--- config.mk ---
export PLATFORM = sky130hd
export DESIGN_NAME = cmd_tx_scheduler
export DESIGN_NICKNAME = d
export VERILOG_FILES = /design/src/rtl/cmd_tx_scheduler.sv
export SDC_FILE = /design/constraint.sdc
export NUM_CORES = 1
export LEC_CHECK = 0
export CORE_MARGIN = 8
export CORE_UTILIZATION = 28
export DETAILED_ROUTE_END_ITERATION = 8
export PLACE_DENSITY = 0.57
export SLEW_MARGIN = 20
export SYNTH_ARGS = -nofsm -noshare
export SYNTH_HDL_FRONTEND = slang
export SYNTH_SLANG_ARGS = --single-unit
export TNS_END_PERCENT = 100
--- constraint.sdc ---
create_clock -name clock -period 5.75 [get_ports clock]
set_input_delay 1.4375 -clock clock [delete_from_list [all_inputs] [get_ports clock]]
set_output_delay 1.4375 -clock clock [all_outputs]
set_load 0.02 [all_outputs]
--- src/rtl/cmd_tx_scheduler.sv ---
`default_nettype none
// cmd_tx_scheduler: round-robin arbiter sharing one serial command line between 4 requesters.
// Frames are start bit, 8 data bits LSB first, stop bit, then an idle-high gap.
module cmd_tx_scheduler #(
   parameter int BIT_CYCLES = 2,
   parameter int GAP_CYCLES = 4
) (
   input  logic        clock,
   input  logic        reset,
   input  logic [3:0]  req,
   input  logic [31:0] cmd_bus,
   output logic [3:0]  grant,
   output logic        err,
   output logic        busy,
   output logic        serial
);

   typedef enum logic [2:0] {
      S_IDLE  = 3'd0,
      S_START = 3'd1,
      S_DATA  = 3'd2,
      S_STOP  = 3'd3,
      S_GAP   = 3'd4
   } state_t;

   localparam logic [7:0] BIT_RELOAD = 8'(BIT_CYCLES - 1);
   localparam logic [7:0] GAP_RELOAD = 8'(GAP_CYCLES - 1);

   state_t      state_q, state_d;
   logic [1:0]  rr_q, rr_d;
   logic [7:0]  cnt_q, cnt_d;
   logic [2:0]  idx_q, idx_d;
   logic [7:0]  byte_q, byte_d;
   logic        serial_q, serial_d;
   logic        busy_q, busy_d;

   logic [1:0]  win;
   logic        win_vld;
   logic [7:0]  win_byte;
   logic        op_ok;
   logic        arb;

   // Descending scan so the requester closest to rr_q is the last (winning) assignment.
   always_comb begin
      win     = rr_q;
      win_vld = 1'b0;
      for (int k = 3; k >= 0; k--) begin
         if (req[rr_q + 2'(k)]) begin
            win     = rr_q + 2'(k);
            win_vld = 1'b1;
         end
      end
   end

   assign win_byte = cmd_bus[{win, 3'b000} +: 8];
   assign op_ok    = (win_byte[7:4] == 4'b0001) || (win_byte[7:4] == 4'b0010) ||
                     (win_byte[7:4] == 4'b0100);
   assign arb      = (state_q == S_IDLE) && win_vld && !reset;

   assign grant  = arb ? (4'b0001 << win) : 4'b0000;
   assign err    = arb && !op_ok;
   assign busy   = busy_q;
   assign serial = serial_q;

   always_comb begin
      state_d  = state_q;
      rr_d     = rr_q;
      cnt_d    = cnt_q;
      idx_d    = idx_q;
      byte_d   = byte_q;
      serial_d = serial_q;
      busy_d   = busy_q;

      case (state_q)
         S_IDLE: begin
            serial_d = 1'b1;
            busy_d   = 1'b0;
            if (arb) begin
               rr_d = win + 2'd1;
               // Invalid opcodes are acknowledged (grant+err) but never framed.
               if (op_ok) begin
                  byte_d   = win_byte;
                  serial_d = 1'b0;
                  busy_d   = 1'b1;
                  cnt_d    = BIT_RELOAD;
                  state_d  = S_START;
               end
            end
         end

         S_START: begin
            if (cnt_q == 8'd0) begin
               state_d  = S_DATA;
               idx_d    = 3'd0;
               serial_d = byte_q[0];
               cnt_d    = BIT_RELOAD;
            end else begin
               cnt_d = cnt_q - 8'd1;
            end
         end

         S_DATA: begin
            if (cnt_q == 8'd0) begin
               cnt_d = BIT_RELOAD;
               if (idx_q == 3'd7) begin
                  state_d  = S_STOP;
                  serial_d = 1'b1;
               end else begin
                  idx_d    = idx_q + 3'd1;
                  serial_d = byte_q[idx_q + 3'd1];
               end
            end else begin
               cnt_d = cnt_q - 8'd1;
            end
         end

         S_STOP: begin
            if (cnt_q == 8'd0) begin
               if (GAP_CYCLES == 0) begin
                  state_d = S_IDLE;
                  busy_d  = 1'b0;
               end else begin
                  state_d = S_GAP;
                  cnt_d   = GAP_RELOAD;
               end
            end else begin
               cnt_d = cnt_q - 8'd1;
            end
         end

         S_GAP: begin
            if (cnt_q == 8'd0) begin
               state_d = S_IDLE;
               busy_d  = 1'b0;
            end else begin
               cnt_d = cnt_q - 8'd1;
            end
         end

         default: begin
            state_d  = S_IDLE;
            serial_d = 1'b1;
            busy_d   = 1'b0;
         end
      endcase
   end

   always_ff @(posedge clock) begin
      if (reset) begin
         state_q  <= S_IDLE;
         rr_q     <= 2'd0;
         cnt_q    <= 8'd0;
         idx_q    <= 3'd0;
         byte_q   <= 8'd0;
         serial_q <= 1'b1;
         busy_q   <= 1'b0;
      end else begin
         state_q  <= state_d;
         rr_q     <= rr_d;
         cnt_q    <= cnt_d;
         idx_q    <= idx_d;
         byte_q   <= byte_d;
         serial_q <= serial_d;
         busy_q   <= busy_d;
      end
   end

endmodule
`default_nettype wire

# After elaboration in Yosys (flattened, before gate mapping)
# Cells that the tools add are included.
[op_classes] mux=46 bitwise_logic=2 shift=2 addsub=6 n_eq_ne=17 n_reduce_logical=21 order_cmp=5
[op_table] op="$mux W8" count=5
[op_table] op="$pmux W8 S4" count=1
[op_table] op="$shiftx A32 B6 Y8" count=1
[op_table] op="$mux W3" count=9
[op_table] op="$ne A2 B2 Y1 const B" count=9
[op_table] op="$mux W1" count=17
[op_table] op="$pmux W3 S5" count=1
[op_table] op="$lt A2 B3 Y1 const B" count=4
[op_table] op="$bmux W1 S2" count=4
[op_table] op="$logic_not A8 Y1" count=1
[op_table] op="$mux W2" count=4
[op_table] op="$reduce_and A4 Y1" count=2
[op_table] op="$sub A8 B1 Y8 const B" count=1
[op_table] op="$reduce_and A7 Y1" count=1
[op_table] op="$eq A3 B2 Y1 const B" count=2
[op_table] op="$eq A3 B3 Y1 const B" count=2
[op_table] op="$pmux W3 S2" count=1
[op_table] op="$reduce_and A3 Y1" count=2
[op_table] op="$add A2 B1 Y2 const B" count=2
[op_table] op="$add A2 B2 Y2 const B" count=2
[op_table] op="$eq A4 B1 Y1 const B" count=1
[op_table] op="$eq A4 B2 Y1 const B" count=1
[op_table] op="$eq A4 B3 Y1 const B" count=1
[op_table] op="$lt A3 B4 Y1 const B" count=1
[op_table] op="other kinds (17)" count=24
[totals] register_bits=26 out_inout_bits=7 inputBits=38 wordCells=106

# Depth between registers and ports, before layout
[depth] word_depth=14 depth_mapped=11

# Least setup slack after synthesis
# Ideal clock, no wire load.
[synth_timing] kind="input-to-output" start="in req[2]" end="out err" path_slack_ns=1.154 n_path_buf=0 arrival_time_ns=3.159 cell_stages=8 path_cell_list="nor2b_1 -> o21ai_1 -> nand2_1 -> a221oi_1 -> o211a_1 -> nor2_1 -> mux2_2 -> o21a_1"
[synth_between] elab_chain_len=12
[synth_lines] item="from (decl)" line="10" text="input logic [3:0] req,"
[synth_lines] item="$bmux W1 S2" line="48" text="if (req[rr_q + 2'(k)]) begin"
[synth_lines] item="$mux W1 (not written as such)" line="48"
[synth_lines] item="$mux W2 (4 in series)" line="48"
[synth_lines] item="$shiftx A32 B6 Y8" line="55" text="assign win_byte = cmd_bus[{win, 3'b000} +: 8];"
[synth_lines] item="$eq A4 B1 Y1 / $eq A4 B2 Y1 (equally long branches)" line="56" text="assign op_ok = (win_byte[7:4] == 4'b0001) || (win_byte[7:4] == 4'b0010) ||"
[synth_lines] item="$logic_or A1 B1 Y1 (2 in series)" line="56"
[synth_lines] item="$logic_not A1 Y1" line="61" text="assign err = arb && !op_ok;"
[synth_lines] item="$logic_and A1 B1 Y1 (*)" line="61"
[synth_lines] item="to (decl)" line="13" text="output logic err,"
# Mark *: on every way between the ends. The rest lies on a longest branch, timed or not. The select of a mux whose other input is x is not followed.

# Worst setup path in the final report
[layout_timing] start="in req[0]" end="out grant[0]"
[layout_between] elab_chain_len=9
[layout_lines] item="$bmux W1 S2" line="48"
[layout_lines] item="$mux W1 (not written as such)" line="48"
[layout_lines] item="$mux W1 (4 in series)" line="48"
[layout_lines] item="$logic_and A1 B1 Y1 (2 in series)" line="58" text="assign arb = (state_q == S_IDLE) && win_vld && !reset;"
[layout_lines] item="$mux W4 (*)" line="60" text="assign grant = arb ? (4'b0001 << win) : 4'b0000;"
[layout_lines] item="to (decl)" line="12" text="output logic [3:0] grant,"
# Marked as above.

==> impl_metrics.tcl <==
set metrics [dict create \
    grt_first_pass_wirelength_um 9270 \
    antenna_found_initial 0 \
    clkTransAtPathRegs_ns 0.09 \
    r2r-end "cnt_q[0]$_SDFFE_PP0P_" \
    die_x_um 100 \
    synthAdderAreaFrac_pct 5.06 \
    synth_top_family_by_area "simple AND/OR/NAND/NOR gates" \
    critical_path_buf_inv_count 4 \
    yosysSeqAreaShare_pct 26.3 \
    ys.flop_type "dfxtp_1" \
    path_class "in2out" \
    drt.antenna.violating_nets 0 \
    switching_share_pct 45.3 \
    cts.root.buffer_cell "clkbuf_8" \
    seq_power_share_pct 25.8 \
    grt.total_usage_pct 10.9 \
    grt_max_degree 30 \
    fin_util_pct 38.7 \
    cts_buffers 3 \
    p_comb_share_pct 59.2 \
    rows 30 \
    powerDensity_mw_per_mm2 393 \
    ir_drop_mv 0.141 \
    reg2reg_from "rr_q[1]$_SDFFE_PP0P_" \
    synth_xor_xnor_area_share_pct 1.33 \
    final_common_cell "clkdlybuf4s50_1" \
    die-height_um 100 \
    place_hpwl_um 4090 \
    cap_viol_max_count 0 \
    synth-seq-cells 26 \
    required_ns 4.31 \
    clkSinkCount 26 \
    setup_viol 0 \
    syn_area_per_cell_um2 7.73 \
    cp-startpoint "req[0]" \
    min_period_ns 5.42 \
    cpMaxStageDelayCell "clkdlybuf4s50_1" \
    synth_edf_count 0 \
    drt_iter0_markers 86 \
    worstHoldPathType "reg2reg" \
    worst-path-stages 9 \
    wl_per_cell_um 13.6 \
    dr_total_vias 2023 \
    async_flop_share_pct 0 \
    drc 0 \
    syn2layout_area_growth_pct 33.6 \
    drtPass1Iterations 4 \
    critPathMostFrequentCell "clkdlybuf4s50_1" \
    initial_core_util_pct 29.0 \
    reg2reg_depth 9 \
    endpoint_kind "output port" \
    gp_congestion 0.793 \
    clk_path_buf_depth 2 \
    synth-compound-area-share_pct 24.9 \
    rsz0062_at_grt "false" \
    tns_ns 0 \
    core_mm2 0.00683 \
    diodes 0 \
    worst-endpoint-arrival_ns 3.98 \
    synth.area.mux_share_pct 9.30 \
    skew_ns 0.00466 \
    clkLatencyLatePin_ns 0.27 \
    grt_pass1_vias 1977 \
    crit_path_end "grant[0]" \
    routed_wl_um 5370 \
    via_per_inst 5.11 \
    die-area_mm2 0.0100 \
    grt.overflow.total 0 \
    hold_buffers 0 \
    synth_cell_types 57 \
    maxSlewHeadroom_pct 47.7 \
    path_cells "clkdlybuf4s50_1 > nor2b_1 > a2111o_1 > nand2_1 > buf_4 > inv_1 > ha_1 > and2_1 > clkdlybuf4s50_1" \
    io_pins 45 \
    drive_above_1_share_pct 11.7 \
    critPathTopFamily "buffers and inverters" \
    yosys.area_share.simple_pct 28.8 \
    final_hold_viol_count 0 \
    yosysWarnings 0 \
    internal-power_uw 568 \
    worst_pin_slew_ns 0.785 \
    cts_tree "yes" \
    h-tree-depth 1 \
    drv_slew 0 \
    final_cell_mix "clkdlybuf4s50_1 (43), nand2_1 (26), dfxtp_1 (26)" \
    setup_ws_ns 0.331 \
    clkPwrFrac_pct 14.9 \
    final_cell_area_mm2 0.00264 \
    dp_slack_ns 0.00243 \
    hold-worst-slack_ns 0.462 \
    switching_power_uw 471 \
    startpoint_type "input pin" \
    portBuffers 44 \
    syn_nets 302 \
    synth_cells 256 \
    critPathMaxFanout 10 \
    cts_setup_buffers 0 \
    fmax_ghz 0.185 \
    place_area_mm2 0.00255 \
    status "completed" \
    netlist_area_mm2 0.00198 \
    reg2reg_setup_slack_ns 2.87 \
    p_leak_uw 0.000988 \
    critPathMaxStageDelay_ns 0.55 \
    finalNetCount 347 \
    period_share_pct 94.2 \
]
## synthesized netlist by cell type (4+ instances only)
cell type	count	area share (%)
nor3_1	10	2.5
nor4_1	5	1.6
mux2_2	5	2.8
a31oi_1	4	1.3
dfxtp_1	26	26
a211oi_1	4	1.5
inv_1	6	1.1
clkbuf_1	11	2.1
nand4_1	5	1.6
a21oi_1	17	4.3
nor2b_1	6	1.9
mux2i_1	6	3.0
nor2_1	20	3.8
o21ai_0	18	4.6
or3_1	4	1.3
and2_1	7	2.2
nand2_1	26	4.9
nand3_1	13	3.3
ha_1	8	5.1
## timing repair
item                                    in CTS  in global routing
pin swaps                                    0                  1
gates cloned                                 0                  0
endpoints found under the setup margin       1                  1
resized for setup                            3                  1
## layout make-up
type / instances / area, µm²
flip-flops and latches: 26 / 520
clock buffers: 3 / 41.3
repair buffers: 54 / 518
clock inverters: 1 / 30.0
fillers: 736 / 4190
well taps: 96 / 120
inverters: 7 / 26.3
multi-input cells: 209 / 1390
## layer usage
layer | part of all wire (%) | track usage [%] | wire length (µm)
met2 | 44 | 16.9 | 2360
met3 | 5.0 | 3.11 | 270
met1 | 50 | 14.7 | 2710
met5 | 0 | 0 | 0
met4 | 0.52 | 1.74 | 28
## worst min-delay path by stage
stage | slack (ns) | depth (start not counted) | start | end
after floorplan | 0.44 | 2 | byte_q[3]$_SDFFE_PP0P_ | byte_q[3]$_SDFFE_PP0P_
after global placement | 0.45 | 2 | busy$_SDFFE_PP0P_ | busy$_SDFFE_PP0P_
after detailed placement | 0.46 | 2 | busy$_SDFFE_PP0P_ | busy$_SDFFE_PP0P_
after CTS | 0.47 | 2 | busy$_SDFFE_PP0P_ | busy$_SDFFE_PP0P_
after global routing | 0.50 | 2 | busy$_SDFFE_PP0P_ | busy$_SDFFE_PP0P_
final | 0.46 | 2 | busy$_SDFFE_PP0P_ | busy$_SDFFE_PP0P_
## power groups by stage
stage               clock network [µW]  logic [µW]  registers [µW]
finish                             155         616             269
global route                       167         694             277
global placement                     0         609             270
detailed placement                   0         610             272
floorplan                            0         442             258
CTS                                160         620             268
## stage by stage
| stage | total power, µW | instances |
|---|---|---|
| after global placement | 879 | 392 |
| final | 1040 | 396 |
| after floorplan | 701 | 256 |
| after CTS | 1050 | 396 |
| after global routing | 1140 | 396 |
| after detailed placement | 882 | 392 |
## worst reg2reg max path, cell delays in order (launching register included)
cell       delay, ns
dfxtp_1         0.48
nor3_1          0.12
a2111oi_1       0.64
o21ai_0         0.20
nand3_1         0.16
a211oi_1        0.10
buf_4           0.15
o21ai_2         0.31
nand2_1         0.27
o41a_1          0.36
## state kept, by name, indices dropped and copies added, names as in the netlist
signal and count:
state_q 3, rr_q 2, byte_q 8, busy 1, idx_q 3, serial 1
cnt_q 8
## cells by family after synthesis
| group | Yosys count |
|---|---|
| buffers and inverters | 21 |
| flip-flops | 26 |
| AO/OA/AOI/OAI | 73 |
| XOR/XNOR | 3 |
| AND/OR/NAND/NOR | 111 |
| adder cells (fa/ha/maj) | 8 |
| multiplexers | 14 |
No activity file was read; power rests on OpenSTA's default activity.
